--- config.mk ---
export PLATFORM = sky130hd
export DESIGN_NAME = mult_div_seq_flat
export DESIGN_NICKNAME = d
export VERILOG_FILES = /design/src/rtl/mult_div_if.sv /design/src/rtl/mult_div_seq.sv /design/src/flat_wrapper.sv
export SDC_FILE = /design/constraint.sdc
export NUM_CORES = 1
export LEC_CHECK = 0
export ABC_CLOCK_PERIOD_IN_PS = 4500
export BUFFER_PORTS_ARGS = -buffer_cell sky130_fd_sc_hd__buf_2
export CORE_MARGIN = 1.5
export CORE_UTILIZATION = 56
export CTS_CLUSTER_DIAMETER = 150
export CTS_CLUSTER_SIZE = 28
export DETAILED_ROUTE_END_ITERATION = 10
export PLACE_DENSITY = 0.78
export SYNTH_ARGS = -nofsm -noshare
export SYNTH_HDL_FRONTEND = slang
export SYNTH_SLANG_ARGS = --single-unit
export TNS_END_PERCENT = 1
--- constraint.sdc ---
create_clock -name clk -period 4.5 [get_ports clk]
set_clock_uncertainty 0.2 [all_clocks]
set_input_delay 0.45 -clock clk [delete_from_list [all_inputs] [get_ports clk]]
set_output_delay 0.45 -clock clk [all_outputs]
set_load 0.01 [all_outputs]
--- src/rtl/mult_div_if.sv ---
// Handshake and result bundle between the control unit and the mult/div sequencer.
// The div0 flag is present only when DIV_ZERO_EXC_EN is defined.
interface mult_div_if #(
    parameter int WIDTH = 32
);
    logic             start;
    logic             op_div;
    logic [WIDTH-1:0] a;
    logic [WIDTH-1:0] b;
    logic             busy;
    logic             done;
    logic             hi_w;
    logic             lo_w;
    logic [WIDTH-1:0] hi_out;
    logic [WIDTH-1:0] lo_out;
`ifdef DIV_ZERO_EXC_EN
    logic             div0;

    modport master (
        output start, op_div, a, b,
        input  busy, done, hi_w, lo_w, hi_out, lo_out, div0
    );

    modport slave (
        input  start, op_div, a, b,
        output busy, done, hi_w, lo_w, hi_out, lo_out, div0
    );
`else
    modport master (
        output start, op_div, a, b,
        input  busy, done, hi_w, lo_w, hi_out, lo_out
    );

    modport slave (
        input  start, op_div, a, b,
        output busy, done, hi_w, lo_w, hi_out, lo_out
    );
`endif
endinterface

--- src/rtl/mult_div_seq.sv ---
// Iterative signed mult/div sequencer sharing one (WIDTH+1)-bit add/subtract
// datapath. Mult is shift-add on magnitudes, div is restoring division on
// magnitudes; signs are applied in a final fix-up step.
// Optional feature macro: DIV_ZERO_EXC_EN (divide-by-zero short-cut with div0 flag).
module mult_div_seq #(
    parameter int WIDTH = 32
) (
    input  logic       clk,
    input  logic       reset,
    mult_div_if.slave  bus
);
    localparam int CW = (WIDTH > 1) ? $clog2(WIDTH) : 1;

    typedef enum logic [2:0] {
        S_IDLE,
        S_PREP,
        S_ITER,
        S_FIX,
        S_WRITE
    } state_t;

    state_t state_reg, state_next;

    logic [CW-1:0]    counter_reg;
    logic             op_div_reg;
    logic [WIDTH-1:0] a_reg;
    logic [WIDTH-1:0] b_reg;
    logic [WIDTH-1:0] mag_reg;      // |a| for mult, |b| for div
    logic [WIDTH:0]   acc_hi_reg;   // one extra bit for the add carry / trial borrow
    logic [WIDTH-1:0] acc_lo_reg;   // multiplier bits (mult) or dividend/quotient bits (div)
    logic             neg_q_reg;    // product / quotient sign
    logic             neg_r_reg;    // remainder sign follows the dividend

    logic             busy_reg;
    logic             done_reg;
    logic             hi_w_reg;
    logic             lo_w_reg;
    logic [WIDTH-1:0] hi_out_reg;
    logic [WIDTH-1:0] lo_out_reg;
`ifdef DIV_ZERO_EXC_EN
    logic             div0_reg;
`endif

    logic             div_by_zero;
    logic [WIDTH-1:0] a_mag;
    logic [WIDTH-1:0] b_mag;
    logic [WIDTH:0]   add_a;
    logic [WIDTH:0]   add_b;
    logic [WIDTH:0]   add_sum;
    logic [WIDTH:0]   step_hi;
    logic [WIDTH-1:0] step_lo;
    logic [2*WIDTH-1:0] prod;
    logic [2*WIDTH-1:0] prod_s;
    logic [WIDTH-1:0] quo_s;
    logic [WIDTH-1:0] rem_s;
    logic [WIDTH-1:0] fix_hi;
    logic [WIDTH-1:0] fix_lo;

    // State register
    always_ff @(posedge clk) begin
        if (reset) state_reg <= S_IDLE;
        else       state_reg <= state_next;
    end

    // Next-state logic
    always_comb begin
        state_next = state_reg;
        case (state_reg)
            S_IDLE:  if (bus.start) state_next = S_PREP;
            S_PREP: begin
                state_next = S_ITER;
`ifdef DIV_ZERO_EXC_EN
                if (op_div_reg && div_by_zero) state_next = S_WRITE;
`endif
            end
            S_ITER:  if (counter_reg == CW'(WIDTH - 1)) state_next = S_FIX;
            S_FIX:   state_next = S_WRITE;
            S_WRITE: state_next = S_IDLE;
            default: state_next = S_IDLE;
        endcase
    end

    // Operand magnitudes; the most negative value maps to unsigned 2^(WIDTH-1)
    always_comb begin
        div_by_zero = (b_reg == '0);
        a_mag       = a_reg[WIDTH-1] ? -a_reg : a_reg;
        b_mag       = b_reg[WIDTH-1] ? -b_reg : b_reg;
    end

    // Shared adder: mult adds |a| when the low multiplier bit is set, div subtracts |b|
    // from the left-shifted partial remainder (a set top bit means the trial went negative)
    always_comb begin
        add_a   = op_div_reg ? {acc_hi_reg[WIDTH-1:0], acc_lo_reg[WIDTH-1]} : acc_hi_reg;
        add_b   = op_div_reg ? ~{1'b0, mag_reg}
                             : (acc_lo_reg[0] ? {1'b0, mag_reg} : '0);
        add_sum = add_a + add_b + {{WIDTH{1'b0}}, op_div_reg};
        if (op_div_reg) begin
            if (add_sum[WIDTH]) begin
                step_hi = add_a;
                step_lo = {acc_lo_reg[WIDTH-2:0], 1'b0};
            end else begin
                step_hi = add_sum;
                step_lo = {acc_lo_reg[WIDTH-2:0], 1'b1};
            end
        end else begin
            step_hi = {1'b0, add_sum[WIDTH:1]};
            step_lo = {add_sum[0], acc_lo_reg[WIDTH-1:1]};
        end
    end

    // Sign fix-up of the magnitude results
    always_comb begin
        prod   = {acc_hi_reg[WIDTH-1:0], acc_lo_reg};
        prod_s = neg_q_reg ? -prod : prod;
        quo_s  = neg_q_reg ? -acc_lo_reg : acc_lo_reg;
        rem_s  = neg_r_reg ? -acc_hi_reg[WIDTH-1:0] : acc_hi_reg[WIDTH-1:0];
        if (op_div_reg) begin
            fix_hi = rem_s;
            fix_lo = quo_s;
`ifndef DIV_ZERO_EXC_EN
            // Divide by zero: restoring division yields all-ones quotient; HI reports the raw dividend
            if (div_by_zero) begin
                fix_hi = a_reg;
                fix_lo = '1;
            end
`endif
        end else begin
            fix_hi = prod_s[2*WIDTH-1:WIDTH];
            fix_lo = prod_s[WIDTH-1:0];
        end
    end

    // Operand capture, initialisation and one iteration step per cycle
    always_ff @(posedge clk) begin
        if (reset) begin
            counter_reg <= '0;
            op_div_reg  <= 1'b0;
            a_reg       <= '0;
            b_reg       <= '0;
            mag_reg     <= '0;
            acc_hi_reg  <= '0;
            acc_lo_reg  <= '0;
            neg_q_reg   <= 1'b0;
            neg_r_reg   <= 1'b0;
        end else begin
            case (state_reg)
                S_IDLE: begin
                    if (bus.start) begin
                        op_div_reg <= bus.op_div;
                        a_reg      <= bus.a;
                        b_reg      <= bus.b;
                    end
                end
                S_PREP: begin
                    counter_reg <= '0;
                    acc_hi_reg  <= '0;
                    mag_reg     <= op_div_reg ? b_mag : a_mag;
                    acc_lo_reg  <= op_div_reg ? a_mag : b_mag;
                    neg_q_reg   <= a_reg[WIDTH-1] ^ b_reg[WIDTH-1];
                    neg_r_reg   <= a_reg[WIDTH-1];
                end
                S_ITER: begin
                    counter_reg <= counter_reg + CW'(1);
                    acc_hi_reg  <= step_hi;
                    acc_lo_reg  <= step_lo;
                end
                default: ;
            endcase
        end
    end

    // Registered status, strobes and results; results load only on the FIX->WRITE edge
    always_ff @(posedge clk) begin
        if (reset) begin
            busy_reg   <= 1'b0;
            done_reg   <= 1'b0;
            hi_w_reg   <= 1'b0;
            lo_w_reg   <= 1'b0;
            hi_out_reg <= '0;
            lo_out_reg <= '0;
`ifdef DIV_ZERO_EXC_EN
            div0_reg   <= 1'b0;
`endif
        end else begin
            busy_reg <= (state_next != S_IDLE);
            done_reg <= (state_next == S_WRITE);
            hi_w_reg <= (state_reg == S_FIX);
            lo_w_reg <= (state_reg == S_FIX);
`ifdef DIV_ZERO_EXC_EN
            div0_reg <= (state_reg == S_PREP) && (state_next == S_WRITE);
`endif
            if (state_reg == S_FIX) begin
                hi_out_reg <= fix_hi;
                lo_out_reg <= fix_lo;
            end
        end
    end

    assign bus.busy   = busy_reg;
    assign bus.done   = done_reg;
    assign bus.hi_w   = hi_w_reg;
    assign bus.lo_w   = lo_w_reg;
    assign bus.hi_out = hi_out_reg;
    assign bus.lo_out = lo_out_reg;
`ifdef DIV_ZERO_EXC_EN
    assign bus.div0   = div0_reg;
`endif

endmodule
--- src/flat_wrapper.sv ---
// flat-port wrapper written by rule: the top's interface ports become plain ports
module mult_div_seq_flat 
#(
    parameter int WIDTH = 32
)
  (clk, reset, bus_start, bus_op_div, bus_a, bus_b, bus_busy, bus_done, bus_hi_w, bus_lo_w, bus_hi_out, bus_lo_out);
  mult_div_if #(.WIDTH(WIDTH)) bus_i ();
  input  logic clk;
  input  logic reset;
  input wire logic [$bits(bus_i.start)-1:0] bus_start;
  input wire logic [$bits(bus_i.op_div)-1:0] bus_op_div;
  input wire logic [$bits(bus_i.a)-1:0] bus_a;
  input wire logic [$bits(bus_i.b)-1:0] bus_b;
  output wire logic [$bits(bus_i.busy)-1:0] bus_busy;
  output wire logic [$bits(bus_i.done)-1:0] bus_done;
  output wire logic [$bits(bus_i.hi_w)-1:0] bus_hi_w;
  output wire logic [$bits(bus_i.lo_w)-1:0] bus_lo_w;
  output wire logic [$bits(bus_i.hi_out)-1:0] bus_hi_out;
  output wire logic [$bits(bus_i.lo_out)-1:0] bus_lo_out;
  assign bus_i.start = bus_start;
  assign bus_i.op_div = bus_op_div;
  assign bus_i.a = bus_a;
  assign bus_i.b = bus_b;
  assign bus_busy = bus_i.busy;
  assign bus_done = bus_i.done;
  assign bus_hi_w = bus_i.hi_w;
  assign bus_lo_w = bus_i.lo_w;
  assign bus_hi_out = bus_i.hi_out;
  assign bus_lo_out = bus_i.lo_out;
  mult_div_seq #(.WIDTH(WIDTH)) u_core (.clk(clk), .reset(reset), .bus(bus_i));
endmodule
==> results.toml, run 1 <==
[critical_path]
path_buf_inv = 1
start_kind = "flop"
path_class = "reg -> reg"
crit_path_cell_trace = "buf_4 > nor2b_1 > a21o_1 > ha_1 > a21o_1 > a221oi_1 > o21ai_0 > a221oi_1 > a211oi_1 > or3_1 > a211oi_1 > nor4_1"
worstSetupEndpointType = "flop"
r2r_slack_ns = 0.28
crit_slowest_cell = "dfxtp_4"
cp_top_family = "compound AO/OA/AOI/OAI gates"
crit_cells = 12
critPathCapture = "u_core.acc_hi_reg[28]"
r2r_cells = 12
crit_arrival_ns = 4.41
slowest_delay_ns = 0.57
reg2reg_to = "u_core.acc_hi_reg[28]"
cp_max_fo = 34
timing.rr.start = "u_core.op_div_reg"
startpoint = "u_core.op_div_reg"
cp_data_required_time_ns = 4.69

[logic_synthesis]
yosysMostFrequentCell = "nand2_1"
synthTopCellsByArea = "dfxtp_1 29%, nand2_1 7.1%, a21oi_1 5.0%"
synth_ff_type = "dfxtp_1"
yosys.area.top_type = "dfxtp_1"
ys_types = 87
synth_nets = 2310
yosysWarningCount = 0
synth-async-reset-ratio_pct = 0
ys_seq_elements = 239
ys_seq_area_share_pct = 28.9
synthesis.instances = 2202
netlist_top_cells_count = "313 x nand2_1, 239 x dfxtp_1, 201 x nor2_1, 171 x clkbuf_1, 166 x a21oi_1"
postSynthAreaPerCell_um2 = 7.53
syn_area_um2 = 16600
synth_top_area_share_pct = 28.9
synth_edf_count = 0

[cts]
clockBufferDepth = 3
numCtsBuffers = 12
clockRootBuffer = "clkbuf_16"
htree_levels = 1
cts.sinks = 239
clk_latency_ns = 0.50
cts_setup_buffers = 0
tritoncts = "done"
path_clk_slew_ns = 0.12

[timing]
fin_crit_sh_pct = 93.9
setup_tns_ns = 0
fin_ws_ns = 0.276
drv_slew = 0
hold_viol = 0
finalSetupViolCount = 0
tightest_slew_ns = 1.04
rsz0062_at_grt = "no"
fin_crit_ns = 4.22
timing.fmax_mhz = 237
slew_headroom_pct = 30.6

[grt]
grt-ovfl-total = 0
grt_pass1_vias = 15400
grt_max_degree = 197
grt_pass1_wl_um = 89200
antenna_found_initial = 1
grt_usage_pct = 36.9

[placement]
io_buffers = 135
dpl_worst_slack_ns = 0.360
dpl.hpwl_um = 42500
placed_cell_area_um2 = 17500
globalplace.congestion = 0.995

[floorplan]
core_area_um2 = 28900
die_y_um = 175
die_x_um = 175
dieArea_um2 = 30600
io_pins = 136
start_util_pct = 57.3
row_count = 62

[worst_hold_path]
hp-class = "in -> reg"
worstHoldStart = "bus_a[31]"

[detailed_routing]
wl_per_cell_um = 21.8
dr.pass1.iters = 8
drt_iter0_drc = 2229
routed_wirelength_um = 57600
vias = 17200
drc = 0
postRouteAntennaNets = 0
viasPerCell = 6.54

[flow_run]
maxCapViolCount = 0

[power_and_ir_drop]
seq_power_share_pct = 46.6
pwr-share-comb_pct = 29.2
ir_worst_vdd_mv = 0.336
netSwitchingPower_mw = 1.87
p_int_mw = 3.28
pwr-share-clk_pct = 24.2
p_leak_nw = 7.23
sw_frac_of_total_pct = 36.3
power_density_nw_per_um2 = 282
p_total_mw = 5.15

[cells_and_area]
multi_input_area_um2 = 10900
final_util_pct = 63.1
drive_gt1_share_pct = 12.6
synthToLayoutAreaGrowth_pct = 10.1
fin_area_um2 = 18300
final_nets = 2362
nFillCells = 2601
antenna_cells = 0
largest_reg_flops = 33
seqCellArea_um2 = 4790

[run_status]
status = "complete, no violations"
## cells by family after synthesis
| family | synth area share, % |
|---|---|
| compound gates | 25.9 |
| xor+xnor | 8.98 |
| fa+ha+maj | 3.11 |
| buf+inv | 5.46 |
| flops | 28.9 |
| mux | 6.30 |
| simple gates | 21.4 |
## per-layer routing
layer | routed length [um] | GRT usage (%) | vias to the layer above
met2 | 24600 | 56.3 | 940
met4 | 2320 | 13.3 | 2
met1 | 24800 | 52.0 | 8111
met3 | 5850 | 6.35 | 149
li1 | - | - | 8044
met5 | 13 | 0 | -
## cells in the final DEF, fill, tap and decap left out, types with 43 or more instances in the layout
cell	instances
o21ai_0	159
dfxtp_1	236
nand2_1	313
xor2_1	79
xnor2_1	91
a211oi_1	57
buf_2	134
mux2i_1	73
nor2_1	199
buf_4	58
a21oi_1	166
nor3_1	58
dlygate4sd3_1	43
## area by class of cell
cell class | count | area share (%)
tap | 384 | 2.63
inverter | 26 | 0.535
clock buffer | 14 | 1.80
sequential | 239 | 26.2
clock inverter | 1 | 0.0891
timing repair buffer | 240 | 8.87
multi-input combinational | 1735 | 59.8
## power groups by stage
stage | logic (mW) | registers (mW) | clock network (mW)
2_1_floorplan | 1.07 | 2.34 | 0
3_3_place_gp | 1.40 | 2.43 | 0
3_5_place_dp | 1.43 | 2.44 | 0
4_1_cts | 1.46 | 2.39 | 1.26
5_1_grt | 1.63 | 2.41 | 1.34
6_report | 1.50 | 2.40 | 1.25
## repair_timing
item                                    in CTS  in global routing
hold endpoints to repair                    43                  0
endpoints found under the setup margin       0                  1
hold buffers                                43                  0
gates resized for setup                      0                  4
## worst min-delay path, stage by stage
cell,delay (ns)
buf_2,0.10
nand2_1,0.05
a21oi_1,0.05
## worst min-delay path by stage
stage / endpoint / slack (ns) / cells after the start
after floorplan: u_core.acc_hi_reg[32] / 0.24 / 2
after global placement: u_core.bus.hi_out[30] / 0.24 / 2
after detailed placement: u_core.bus.hi_out[30] / 0.25 / 2
after CTS: u_core.a_reg[31] / 0.0004 / 3
after global routing: u_core.a_reg[30] / 0.002 / 3
final: u_core.a_reg[31] / 0.003 / 3
## stage by stage
stage	hold slack, ns	std cells
6_report	0.00322	2639
5_1_grt	0.00248	2639
4_1_cts	0.000427	2639
3_5_place_dp	0.246	2581
3_3_place_gp	0.243	2581
2_1_floorplan	0.241	2202
No activity file was read; power rests on OpenSTA's default activity.
==> run 2, diff against run 1 <==
- PLACE_DENSITY: 0.78 -> not set
- PLACE_DENSITY_LB_ADDON: not set -> 0.1
==> results.toml, run 2 (same netlist as run 1, synthesis figures left out) <==
[run_status]
status = "complete, no violations"

[timing]
hold_viol = 0
drv_slew = 0
fin_crit_sh_pct = 91.5
rsz0062_at_grt = "no"
fin_ws_ns = 0.381
timing.fmax_mhz = 243
tightest_slew_ns = 1.04
setup_tns_ns = 0
fin_crit_ns = 4.12
finalSetupViolCount = 0
slew_headroom_pct = 30.7

[flow_run]
maxCapViolCount = 0

[critical_path]
r2r_slack_ns = 0.38
worstSetupEndpointType = "flop"
crit_arrival_ns = 4.34
path_class = "reg -> reg"
timing.rr.start = "u_core.op_div_reg"
cp_max_fo = 69
reg2reg_to = "u_core.acc_hi_reg[24]"
r2r_cells = 14
cp_data_required_time_ns = 4.72
start_kind = "flop"

[worst_hold_path]
min_to = "u_core.op_div_reg"
hp-class = "in -> reg"
hold_depth = 3
worstHoldStart = "bus_op_div"

[cells_and_area]
layout_common_cells = "313 x nand2_1, 237 x dfxtp_1, 199 x nor2_1, 166 x a21oi_1, 159 x o21ai_0"
fin_cells = 2668
multi_input_area_um2 = 10900
largest_reg_flops = 33
seqCellArea_um2 = 4790
final_common_cell = "nand2_1"
drive_gt1_share_pct = 12.8
nFillCells = 2574
fin_area_um2 = 18500
final_nets = 2390
synthToLayoutAreaGrowth_pct = 11.5

[power_and_ir_drop]
power_density_nw_per_um2 = 280
p_leak_nw = 7.35
ir_worst_vdd_mv = 0.376

[cts]
tritoncts = "done"
cts.sinks = 239
htree_levels = 1
clockBufferDepth = 3
clk_latency_ns = 0.52
path_clk_slew_ns = 0.12
numCtsBuffers = 12
clockRootBuffer = "clkbuf_16"

[detailed_routing]
postRouteAntennaNets = 0
vias = 17300
routed_wirelength_um = 59000
wl_per_cell_um = 22.1
drt_iter0_drc = 2183
dr.pass1.iters = 6
drc = 0
viasPerCell = 6.48

[grt]
grt_pass1_wl_um = 90900
grt_usage_pct = 37.8
grt_max_degree = 85
antenna_found_initial = 2
grt_pass1_vias = 15500
grt-ovfl-total = 0

[placement]
io_buffers = 135
dp_cells = 2591
globalplace.congestion = 0.956
dpl_worst_slack_ns = 0.412
dpl.hpwl_um = 43300
placed_cell_area_um2 = 17500

[floorplan]
start_util_pct = 57.3
die_y_um = 175
row_count = 62
dieArea_um2 = 30600
die_x_um = 175
io_pins = 136
core_area_um2 = 28900
[run 2: repair_timing]
| item | CTS | global route |
|---|---|---|
| hold buffers | 61 | 0 |
| gates resized for setup | 0 | 0 |
| hold endpoints to repair | 61 | 0 |
| setup buffers | 0 | 0 |
[run 2: through the flow]
step | hold WS [ns] | power [mW] | utilization, %
after floorplan | 0.241 | 3.41 | -
after global routing | 0.00832 | 5.39 | 63.9
after CTS | 0.000352 | 5.14 | 63.9
after detailed placement | 0.259 | 3.87 | 60.6
final | 0.0125 | 5.18 | 63.9
after global placement | 0.246 | 3.85 | 60.6
[run 2: how the worst max path moves through the flow]
stage                                 end  slack [ns]  cells after the start                  from
CTS                 u_core.acc_hi_reg[24]        0.39                     14     u_core.op_div_reg
global placement    u_core.acc_hi_reg[24]        0.46                     14     u_core.op_div_reg
global route        u_core.acc_hi_reg[26]        0.21                     16  u_core.acc_lo_reg[0]
finish              u_core.acc_hi_reg[24]        0.38                     14     u_core.op_div_reg
detailed placement  u_core.acc_hi_reg[24]        0.41                     14     u_core.op_div_reg
floorplan           u_core.acc_hi_reg[28]        0.03                     17     u_core.op_div_reg
[run 2: worst max-delay path, cell delays in order, from the launching register on]
cell and delay (ns):
dfxtp_4 0.41, buf_12 0.29, o21ai_0 0.19, inv_1 0.09
fa_1 0.19, inv_1 0.06, fa_1 0.39, a21o_1 0.23
a311o_1 0.42, nand3b_1 0.11, o221ai_1 0.17, o311a_2 0.45
and2_1 0.20, mux2_1 0.33, a221o_1 0.29
[run 2: final cells by class]
class | count | area share, %
Multi-Input combinational cell | 1735 | 59.0
Sequential cell | 239 | 25.9
Timing Repair Buffer | 268 | 10.1
Tap cell | 384 | 2.60
Clock buffer | 14 | 1.78
Inverter | 26 | 0.528
Clock inverter | 1 | 0.0880
Antenna cell | 1 | 0.0135
[run 2: per-layer routing]
metal  share of wire, %  up-vias  GRT usage, %
li1                   -     8095             -
met1                 44     8141          54.9
met2                 43      930          57.3
met3                9.6      116          5.64
met4                3.2        2          12.0
met5              0.017        -             0
[run 2: power by group]
part | leakage [nW] | switching, mW | total, mW | internal, mW
combinational | 5.24 | 0.973 | 1.52 | 0.551
clock | 0.168 | 0.737 | 1.27 | 0.533
sequential | 1.94 | 0.179 | 2.39 | 2.21
total | 7.35 | 1.89 | 5.18 | 3.30
